<file path="src/rtl/fifo_pkg.sv">
// Shared types and default parameters for the FIFO drain controller.
package fifo_pkg;

  localparam int DEF_DATA_W       = 8;
  localparam int DEF_FILL_TIMEOUT = 16;
  localparam int CNT_W            = 16;

  typedef enum logic [1:0] {
    IDLE  = 2'd0,
    ARMED = 2'd1,
    READ  = 2'd2
  } drain_state_t;

endpackage

</file>
<file path="src/rtl/fifo_drain_ctrl_if.sv">
// FIFO read side plus downstream valid/ready stream of the drain controller.
// The master modport is the controller; the slave modport is the FIFO/sink side.
interface fifo_drain_ctrl_if #(
  parameter int DATA_W = fifo_pkg::DEF_DATA_W
);
  import fifo_pkg::*;

  logic              f_empty;
  logic              f_almost_empty;
  logic [DATA_W-1:0] fifo_data;
  logic              enable_rd;
  logic              flush;
  logic [DATA_W-1:0] m_data;
  logic              m_valid;
  logic              m_ready;
  logic [CNT_W-1:0]  rd_count;

  modport master (
    input  f_empty, f_almost_empty, fifo_data, flush, m_ready,
    output enable_rd, m_data, m_valid, rd_count
  );

  modport slave (
    output f_empty, f_almost_empty, fifo_data, flush, m_ready,
    input  enable_rd, m_data, m_valid, rd_count
  );

endinterface

</file>
<file path="src/rtl/fifo_skid_buf.sv">
// Two-entry in-order skid buffer: head is the oldest word, tail the newer one.
// The caller guarantees no push into a full buffer and no pop from an empty one.
module fifo_skid_buf import fifo_pkg::*; #(
  parameter int DATA_W = DEF_DATA_W
) (
  input  logic              clk_i,
  input  logic              rst_i,
  input  logic              push_i,
  input  logic              pop_i,
  input  logic [DATA_W-1:0] data_i,
  output logic [DATA_W-1:0] data_o,
  output logic [1:0]        occupancy_o,
  output logic              valid_o
);

  logic [DATA_W-1:0] head_q, head_d;
  logic [DATA_W-1:0] tail_q, tail_d;
  logic [1:0]        occ_q, occ_d;

  // Next-state of the two entries; a simultaneous push and pop keeps the count.
  always_comb begin
    head_d = head_q;
    tail_d = tail_q;
    occ_d  = occ_q;
    case ({push_i, pop_i})
      2'b10: begin
        if (occ_q == 2'd0) head_d = data_i;
        else               tail_d = data_i;
        occ_d = occ_q + 2'd1;
      end
      2'b01: begin
        head_d = tail_q;
        occ_d  = occ_q - 2'd1;
      end
      2'b11: begin
        if (occ_q == 2'd2) begin
          head_d = tail_q;
          tail_d = data_i;
        end else begin
          head_d = data_i;
        end
      end
      default: ;
    endcase
  end

  // Entry and occupancy registers, cleared by the synchronous reset.
  always_ff @(posedge clk_i) begin
    if (rst_i) begin
      head_q <= '0;
      tail_q <= '0;
      occ_q  <= 2'd0;
    end else begin
      head_q <= head_d;
      tail_q <= tail_d;
      occ_q  <= occ_d;
    end
  end

  assign data_o      = head_q;
  assign occupancy_o = occ_q;
  assign valid_o     = (occ_q != 2'd0);

endmodule

</file>
<file path="src/rtl/fifo_drain_ctrl.sv">
// Drains a FIFO with 1-cycle read latency into a valid/ready stream.
// Waits in ARMED for the FIFO to fill (or flush/timeout) before reading.
module fifo_drain_ctrl import fifo_pkg::*; #(
  parameter int DATA_W       = DEF_DATA_W,
  parameter int FILL_TIMEOUT = DEF_FILL_TIMEOUT
) (
  input logic                rd_clk,
  input logic                reset,
  fifo_drain_ctrl_if.master  bus
);

  localparam logic [CNT_W-1:0] TMO_LAST = CNT_W'(FILL_TIMEOUT - 1);

  drain_state_t      state_q;
  logic [CNT_W-1:0]  tmoCount_q;
  logic              inflight_q;
  logic [CNT_W-1:0]  rdCount_q, rdCount_d;

  logic [DATA_W-1:0] bufData;
  logic [1:0]        bufOccupancy;
  logic              bufValid;
  logic              pop;
  logic [2:0]        levelAfterPop;
  logic              enableRd;

  // Read strobe only when the buffer is guaranteed a free slot for the returning word.
  always_comb begin
    pop           = bufValid & bus.m_ready & ~reset;
    levelAfterPop = {1'b0, bufOccupancy} + {2'b00, inflight_q} - {2'b00, pop};
    enableRd      = (state_q == READ) & ~bus.f_empty & (levelAfterPop < 3'd2) & ~reset;
    rdCount_d     = rdCount_q + {{(CNT_W-1){1'b0}}, 1'b1};
  end

  // Drain FSM with fill timeout; also tracks the word returning from the FIFO.
  always_ff @(posedge rd_clk) begin
    if (reset) begin
      state_q    <= IDLE;
      tmoCount_q <= '0;
      inflight_q <= 1'b0;
    end else begin
      inflight_q <= enableRd;
      case (state_q)
        IDLE: begin
          if (!bus.f_empty) begin
            state_q    <= ARMED;
            tmoCount_q <= '0;
          end
        end
        ARMED: begin
          if (!bus.f_almost_empty || bus.flush || (tmoCount_q == TMO_LAST)) state_q <= READ;
          else tmoCount_q <= tmoCount_q + {{(CNT_W-1){1'b0}}, 1'b1};
        end
        READ: begin
          if (bus.f_empty && !inflight_q) state_q <= IDLE;
        end
        default: state_q <= IDLE;
      endcase
    end
  end

  // Delivered-word counter, wraps naturally at 16 bits.
  always_ff @(posedge rd_clk) begin
    if (reset)    rdCount_q <= '0;
    else if (pop) rdCount_q <= rdCount_d;
  end

  fifo_skid_buf #(.DATA_W(DATA_W)) skidBuf (
    .clk_i       (rd_clk),
    .rst_i       (reset),
    .push_i      (inflight_q),
    .pop_i       (pop),
    .data_i      (bus.fifo_data),
    .data_o      (bufData),
    .occupancy_o (bufOccupancy),
    .valid_o     (bufValid)
  );

  assign bus.enable_rd = enableRd;
  assign bus.m_valid   = bufValid & ~reset;
  assign bus.m_data    = bufData;
  assign bus.rd_count  = rdCount_q;

endmodule

</file>
<file path="src/flat_wrapper.sv">
// flat-port wrapper written by rule: the top's interface ports become plain ports
module fifo_drain_ctrl_flat import fifo_pkg::*;
#(
  parameter int DATA_W       = DEF_DATA_W,
  parameter int FILL_TIMEOUT = DEF_FILL_TIMEOUT
)
  (rd_clk, reset, bus_f_empty, bus_f_almost_empty, bus_fifo_data, bus_flush, bus_m_ready, bus_enable_rd, bus_m_data, bus_m_valid, bus_rd_count);
  fifo_drain_ctrl_if #(.DATA_W(DATA_W)) bus_i ();
  input logic rd_clk;
  input logic reset;
  input wire logic [$bits(bus_i.f_empty)-1:0] bus_f_empty;
  input wire logic [$bits(bus_i.f_almost_empty)-1:0] bus_f_almost_empty;
  input wire logic [$bits(bus_i.fifo_data)-1:0] bus_fifo_data;
  input wire logic [$bits(bus_i.flush)-1:0] bus_flush;
  input wire logic [$bits(bus_i.m_ready)-1:0] bus_m_ready;
  output wire logic [$bits(bus_i.enable_rd)-1:0] bus_enable_rd;
  output wire logic [$bits(bus_i.m_data)-1:0] bus_m_data;
  output wire logic [$bits(bus_i.m_valid)-1:0] bus_m_valid;
  output wire logic [$bits(bus_i.rd_count)-1:0] bus_rd_count;
  assign bus_i.f_empty = bus_f_empty;
  assign bus_i.f_almost_empty = bus_f_almost_empty;
  assign bus_i.fifo_data = bus_fifo_data;
  assign bus_i.flush = bus_flush;
  assign bus_i.m_ready = bus_m_ready;
  assign bus_enable_rd = bus_i.enable_rd;
  assign bus_m_data = bus_i.m_data;
  assign bus_m_valid = bus_i.m_valid;
  assign bus_rd_count = bus_i.rd_count;
  fifo_drain_ctrl #(.DATA_W(DATA_W), .FILL_TIMEOUT(FILL_TIMEOUT)) u_core (.rd_clk(rd_clk), .reset(reset), .bus(bus_i));
endmodule
</file>
<file path="config.mk">
export PLATFORM = sky130hd
export DESIGN_NAME = fifo_drain_ctrl_flat
export DESIGN_NICKNAME = d
export VERILOG_FILES = /design/src/rtl/fifo_pkg.sv /design/src/rtl/fifo_drain_ctrl_if.sv /design/src/rtl/fifo_skid_buf.sv /design/src/rtl/fifo_drain_ctrl.sv /design/src/flat_wrapper.sv
export SDC_FILE = /design/constraint.sdc
export NUM_CORES = 1
export LEC_CHECK = 0
export ABC_AREA = 1
export CAP_MARGIN = 10
export CORE_UTILIZATION = 54
export DETAILED_ROUTE_END_ITERATION = 12
export PLACE_DENSITY = 0.79
export SYNTH_ARGS = -nofsm -noshare
export SYNTH_HDL_FRONTEND = slang
export SYNTH_SLANG_ARGS = --single-unit
</file>
<file path="constraint.sdc">
create_clock -name rd_clk -period 3.2 [get_ports rd_clk]
set_input_delay 0.64 -clock rd_clk [delete_from_list [all_inputs] [get_ports rd_clk]]
set_output_delay 0.64 -clock rd_clk [all_outputs]
set_load 0.005 [all_outputs]
</file>
# Word level (Yosys, flattened, before mapping)
# Index checks and enable logic that the tools add are counted.
[word_totals] input_bits=14 register_bits=53 word_cells=66 out_inout_bits=26
[op_classes] n_eq_ne=14 n_addsub=6 magnitude_cmp=1 n_bitwise=8 muxes=14 reduce_logical=16
[op_table] op="16-bit by 1-bit adder with 16-bit output, second input constant" n=2
[op_table] op="16-bit 2-to-1 mux" n=2
[op_table] op="8-bit 2-to-1 mux" n=4
[op_table] op="16-bit case mux with 2 select lines" n=1
[op_table] op="8-bit case mux with 3 select lines" n=1
[op_table] op="16-bit by 4-bit == test with 1-bit output, second input constant" n=1
[op_table] op="8-bit case mux with 2 select lines" n=1
[op_table] op="2-bit inequality test, second input constant" n=6
[op_table] op="3-bit AND reduction" n=3
[op_table] op="2-bit == test, second input constant" n=4
[op_table] op="2-bit nonzero test" n=4
[op_table] op="1-bit AND" n=6
[op_table] op="2-bit 2-to-1 mux" n=3
[op_table] op="2-bit case mux with 3 select lines" n=1
[op_table] op="2-bit by 1-bit == test with 1-bit output, second input constant" n=2
[op_table] op="2-bit zero test" n=2
[op_table] op="2-bit case mux with 2 select lines" n=1
[op_table] op="2-bit by 1-bit adder with 3-bit output" n=1
[op_table] op="3-bit by 2-bit less-than comparator with 1-bit output, second input constant" n=1
[op_table] op="3-bit nonzero test" n=1
[op_table] op="3-bit by 1-bit subtractor with 3-bit output" n=1
[op_table] op="2-bit by 1-bit adder with 2-bit output, second input constant" n=1
[op_table] op="1-bit zero test" n=2
[op_table] op="1-bit logical OR" n=2
[op_table] op="other kinds (5)" n=6

# Logic depth before layout (Yosys ltp)
[logic_depth] ltp_word=7 ltp_mapped=12 mapped_depth_nobuf=11

# By module
# A second synthesis with hierarchy kept.
[hier_totals] cells_unflattened=480 area_unflattened_um2=3075.4
[by_module_without_submodules] module="fifo_drain_ctrl" instances=1 cells_each=329 area_per_inst_um2=2092.0 seq_area_each_um2=700.7
[by_module_without_submodules] module="fifo_skid_buf" instances=1 cells_each=151 area_per_inst_um2=983.4 seq_area_each_um2=360.3

# Least setup slack after synthesis
# Ideal clock, no wire load.
[synth_timing] path_kind="input port to output port" start="in reset" end="out bus_enable_rd" t_required_ns=2.560 stages=8 n_path_buf=1 arrival_ns=2.289 setup_slack_ns=0.271 path_cell_list="buf_2 > nor2_4 > nand2_2 > ha_1 > nand2_1 > fa_1 > nand3_1 > a211oi_1"
[synth_between] elab_chain_cells=6
[synth_lines] item="from (decl)" line="flat_wrapper.sv:10" source="input logic reset;"
[synth_lines] item="1-bit NOT *" line="fifo_drain_ctrl.sv:28, fifo_drain_ctrl.sv:30"
[synth_lines] item="1-bit AND" line="fifo_drain_ctrl.sv:28" source="pop = bufValid & bus.m_ready & ~reset;"
[synth_lines] item="3-bit by 1-bit subtractor with 3-bit output" line="fifo_drain_ctrl.sv:29" source="levelAfterPop = {1'b0, bufOccupancy} + {2'b00, inflight_q} - {2'b00, pop};"
[synth_lines] item="3-bit by 2-bit less-than comparator with 1-bit output" line="fifo_drain_ctrl.sv:30" source="enableRd = (state_q == READ) & ~bus.f_empty & (levelAfterPop < 3'd2) & ~reset;"
[synth_lines] item="1-bit AND" line="fifo_drain_ctrl.sv:30"
[synth_lines] item="1-bit AND *" line="fifo_drain_ctrl.sv:30"
[synth_lines] item="to (decl)" line="flat_wrapper.sv:16" source="output wire logic [$bits(bus_i.enable_rd)-1:0] bus_enable_rd;"
# Every way passes the cells marked *; elsewhere a longest branch is shown, timed or not.

# Final worst setup path
[layout_timing] start="in bus_m_ready" end="out bus_enable_rd"
[layout_between] elab_chain_cells=6
[layout_lines] item="from (decl)" line="flat_wrapper.sv:15" source="input wire logic [$bits(bus_i.m_ready)-1:0] bus_m_ready;"
[layout_lines] item="1-bit AND (2 in a row)" line="fifo_drain_ctrl.sv:28"
[layout_lines] item="3-bit by 1-bit subtractor with 3-bit output" line="fifo_drain_ctrl.sv:29"
[layout_lines] item="3-bit by 2-bit less-than comparator with 1-bit output" line="fifo_drain_ctrl.sv:30"
[layout_lines] item="1-bit AND (2 in a row)" line="fifo_drain_ctrl.sv:30"
# Every way passes these cells.

==> impl_summary.log <==
INFO  metric timing.final.max_slew_violations = 0
INFO  metric most-common-layout-cells = nand2_1 (77), inv_1 (60), dfxtp_1 (53)
INFO  metric fin_crit = 3086 ps
INFO  metric post_synth_fa_ha_maj_area_fraction = 3.850%
INFO  metric number_of_distinct_standard_cells_referenced_by_the_synthesized_netlist = 35
INFO  metric global_route.overflow_total = 0
INFO  metric timing.clock.skew = approximately 5.9 ps
INFO  metric nFillCells = ~430
INFO  metric cts-buffers-inserted = 5
INFO  metric clockBufferDepth = 2
INFO  metric multiInputGateArea = 0.001451 mm²
INFO  metric rrSetupSlack = roughly 1100 ps
INFO  metric timing.critical_path.required = about 2600 ps
INFO  metric worst_ir_drop_vdd = 0.2442 mV
INFO  metric post_drt_via_cell_ratio = ~5.2
INFO  metric numClockSinks = 53
INFO  metric comb_power_share = 7.9%
INFO  metric finalPower = between 1 and 1.5 mW
INFO  metric dominant_combinational_cell_family_by_area_after_synthesis = simple AND/OR/NAND/NOR gates
INFO  metric io_buffers = 39
INFO  metric worstSetupStartpoint = bus_m_ready
INFO  metric die_h = 73.95 µm
INFO  metric synth-simple-area-share = 29.10%
INFO  metric critical_path_endpoint = bus_enable_rd
INFO  metric fmaxAchievable = around 0.32 GHz
INFO  metric static-leakage-power = 1.327 nW
INFO  metric routabilityCongestion = 0.8817
INFO  metric fp.dieW = 73.95 µm
INFO  metric antenna_left = 0
INFO  metric timing.final.crit_share = 96.42%
INFO  metric tightestPinTransition = 755.5 ps
INFO  metric cp_data_arrival_time = 2450 ps
INFO  metric critPathCaptureType = output pin
INFO  metric critPathMaxFanout = 2
INFO  metric final_total_negative_setup_slack = 0 ps
INFO  metric dpl.hpwl = 4.644 mm
INFO  metric clock_network_fraction_of_design_power = 38.0%
INFO  metric grt_max_degree = 37
INFO  metric worst_r2r_dst = u_core.skidBuf.data_o[7]
INFO  metric synth.ff_latch_count = 53
INFO  metric seq_power_share = 54.1%
INFO  metric routed_wirelength = 6.522 mm
INFO  metric cts_hold_repair.buffers = 0
INFO  metric drc = 0
INFO  metric via_count = between 2000 and 3000
INFO  metric max-slew-margin-rel = 49.64%
INFO  metric antenna_found_initial = 0
INFO  metric synthesis.area_per_instance = 6.801 µm²
INFO  metric sequential_cell_area_fraction_in_the_yosys_report = about 38%
INFO  metric clk_root_buffer_cell = clkbuf_8
INFO  metric area.sequential = 0.001061 mm²
INFO  metric number_of_cell_rows = 25
INFO  metric maxCapViolCount = 0
INFO  metric internal-power = between 0.9 and 1 mW
INFO  metric synthesized_area_fraction_occupied_by_ao_oa_aoi_and_oai_cells = between 10% and 20%
INFO  metric final_layout_size_suffix_gt1_share = 6.536%
INFO  metric netlist_instances = 411
INFO  metric synth.net_count = 433
INFO  metric antennaDiodeCount = 0
INFO  metric share_of_the_core_filled_with_cells = a little over two thirds
INFO  metric post-route-cell-area = 0.003405 mm²
INFO  metric place_area = 0.003289 mm²
INFO  metric cts_tree = built
INFO  metric clock_tree.htree_level_count = 2
INFO  metric net_count_reported_at_finish = 480
INFO  metric yosysWarnings = 0
INFO  metric finalHoldViolCount = 0
INFO  metric timing.setup.critical_path_class = input port to output pin
INFO  metric status = complete, no violations
INFO  metric total_switching_power = around 0.27 mW
INFO  metric synth.cell_area = 0.002795 mm²
INFO  metric grt_pass1_wl = 10.90 mm
INFO  metric setup_viol_count_final = 0
INFO  metric die_footprint = roughly 0.0055 mm²
INFO  metric most_common_cell_after_layout_fill_and_taps_aside = nand2_1
INFO  metric area_growth = 21.80%
INFO  metric coreArea = around 0.0048 mm²
INFO  metric mux_share_of_post_synthesis_cell_area = 0%
INFO  metric powerDensity = 362.6 mW/mm²
INFO  metric worst_setup_path_start_kind = input port
INFO  metric io_pins = 40
INFO  metric wl_per_cell = 12.40 µm
INFO  metric drt-pass1-iter-count = 4
INFO  metric reg2reg_depth = 8
INFO  metric floorplan.initialDensity = 57.65%
INFO  metric hold_path_class = flop to flop
INFO  metric timing.rr.start = u_core.skidBuf.occupancy_o[1]
INFO  metric rsz0062_at_grt = no
INFO  metric grt_overall_usage = between 20% and 30%
INFO  metric vias_in_the_first_global_route = 2600
INFO  metric swShare = 22.22%
INFO  metric clk_pin_slew = approximately 90 ps
INFO  metric detail_route.iter0.violations = 172
INFO  metric synth-xor-area-share = 1.567%
INFO  metric clkLatencyLatePin = 300 ps
[metal layers]
layer	track usage (%)	routed length [µm]
met5	0	0
met4	10.47	161
met3	4.201	269
met2	47.58	3214
met1	28.28	2876
[final cells by class]
cell class                 count  share of cell area, %
timing repair buffer          49                  13.49
tap                           67                  2.462
inverter                      62                  6.836
clock buffer                   7                  2.536
sequential                    53                  31.17
clock inverter                 1                 0.8820
multi-input combinational    287                  42.63
[critical path, cell delays in order]
cell	delay (ps)
clkdlybuf4s50_1	490
nand2_2	70
ha_1	290
nand2_1	60
fa_1	480
nand3_1	110
a211oi_2	160
buf_2	150
[stage by stage]
stage	hold slack [ps]	setup WS, ps	std cells
finish	458.4	114.5	526
floorplan	429.7	270.9	411
detailed placement	444.4	-492.0	518
global route	487.1	0.6701	526
CTS	459.1	52.50	526
global placement	438.0	-436.1	518
[cell families (layout without fill, tap and decap cells)]
group,after synthesis,in the layout
AO/OA/AOI/OAI,91,91
XOR/XNOR,5,5
buffers and inverters,71,119
AND/OR/NAND/NOR,183,183
flip-flops,53,53
adder cells (fa/ha/maj),8,8
[registers in the layout, indices dropped and copies added (netlist names)]
| name | cells |
|---|---|
| u_core.skidBuf.occupancy_o | 2 |
| u_core.bus.rd_count | 16 |
| u_core.skidBuf.tail_q | 8 |
| u_core.tmoCount_q | 16 |
| u_core.skidBuf.data_o | 8 |
| u_core.state_q | 2 |
| u_core.inflight_q | 1 |
[power groups by stage]
stage	Sequential, mW	Clock, mW	Combinational (mW)
final	0.668	0.469	0.0974
after global routing	0.669	0.500	0.109
after CTS	0.668	0.478	0.0975
after detailed placement	0.683	0	0.0975
after global placement	0.683	0	0.0954
after floorplan	0.683	0	0.0586
[worst min-delay path by stage]
stage | startpoint | end | slack, ps | cells after the start
floorplan | u_core.skidBuf.tail_q[0] | u_core.skidBuf.tail_q[0] | 430 | 2
global placement | u_core.skidBuf.tail_q[3] | u_core.skidBuf.tail_q[3] | 440 | 2
detailed placement | u_core.skidBuf.tail_q[5] | u_core.skidBuf.tail_q[5] | 440 | 2
CTS | u_core.skidBuf.tail_q[5] | u_core.skidBuf.tail_q[5] | 460 | 2
global route | u_core.skidBuf.tail_q[3] | u_core.skidBuf.tail_q[3] | 490 | 2
finish | u_core.skidBuf.tail_q[5] | u_core.skidBuf.tail_q[5] | 460 | 2
[repair_timing]
action                     CTS  global route
gates resized for setup      6             1
buffers inserted             0             0
setup endpoints to repair    1             1
pin swaps                    0             1
[synthesized netlist by cell type (all sizes together)]
cell	number	area [µm²]
a211oi	2	15.01
a21oi	45	225.2
and2	2	12.51
buf	6	43.79
clkbuf	3	11.26
clkinv	1	3.750
dfxtp	53	1061
fa	1	20.02
ha	7	87.58
inv	61	229.0
nand2	80	312.8
nand3	27	140.1
nand4	5	31.28
nor2	56	235.2
nor3	10	61.31
nor3b	1	7.510
nor4	2	12.51
o211ai	1	7.510
o21a	1	7.510
o21ai	33	168.9
o21bai	1	7.510
o22ai	8	50.05
xnor2	2	17.52
xor2	3	26.28
(Power assumes the default switching activity.)
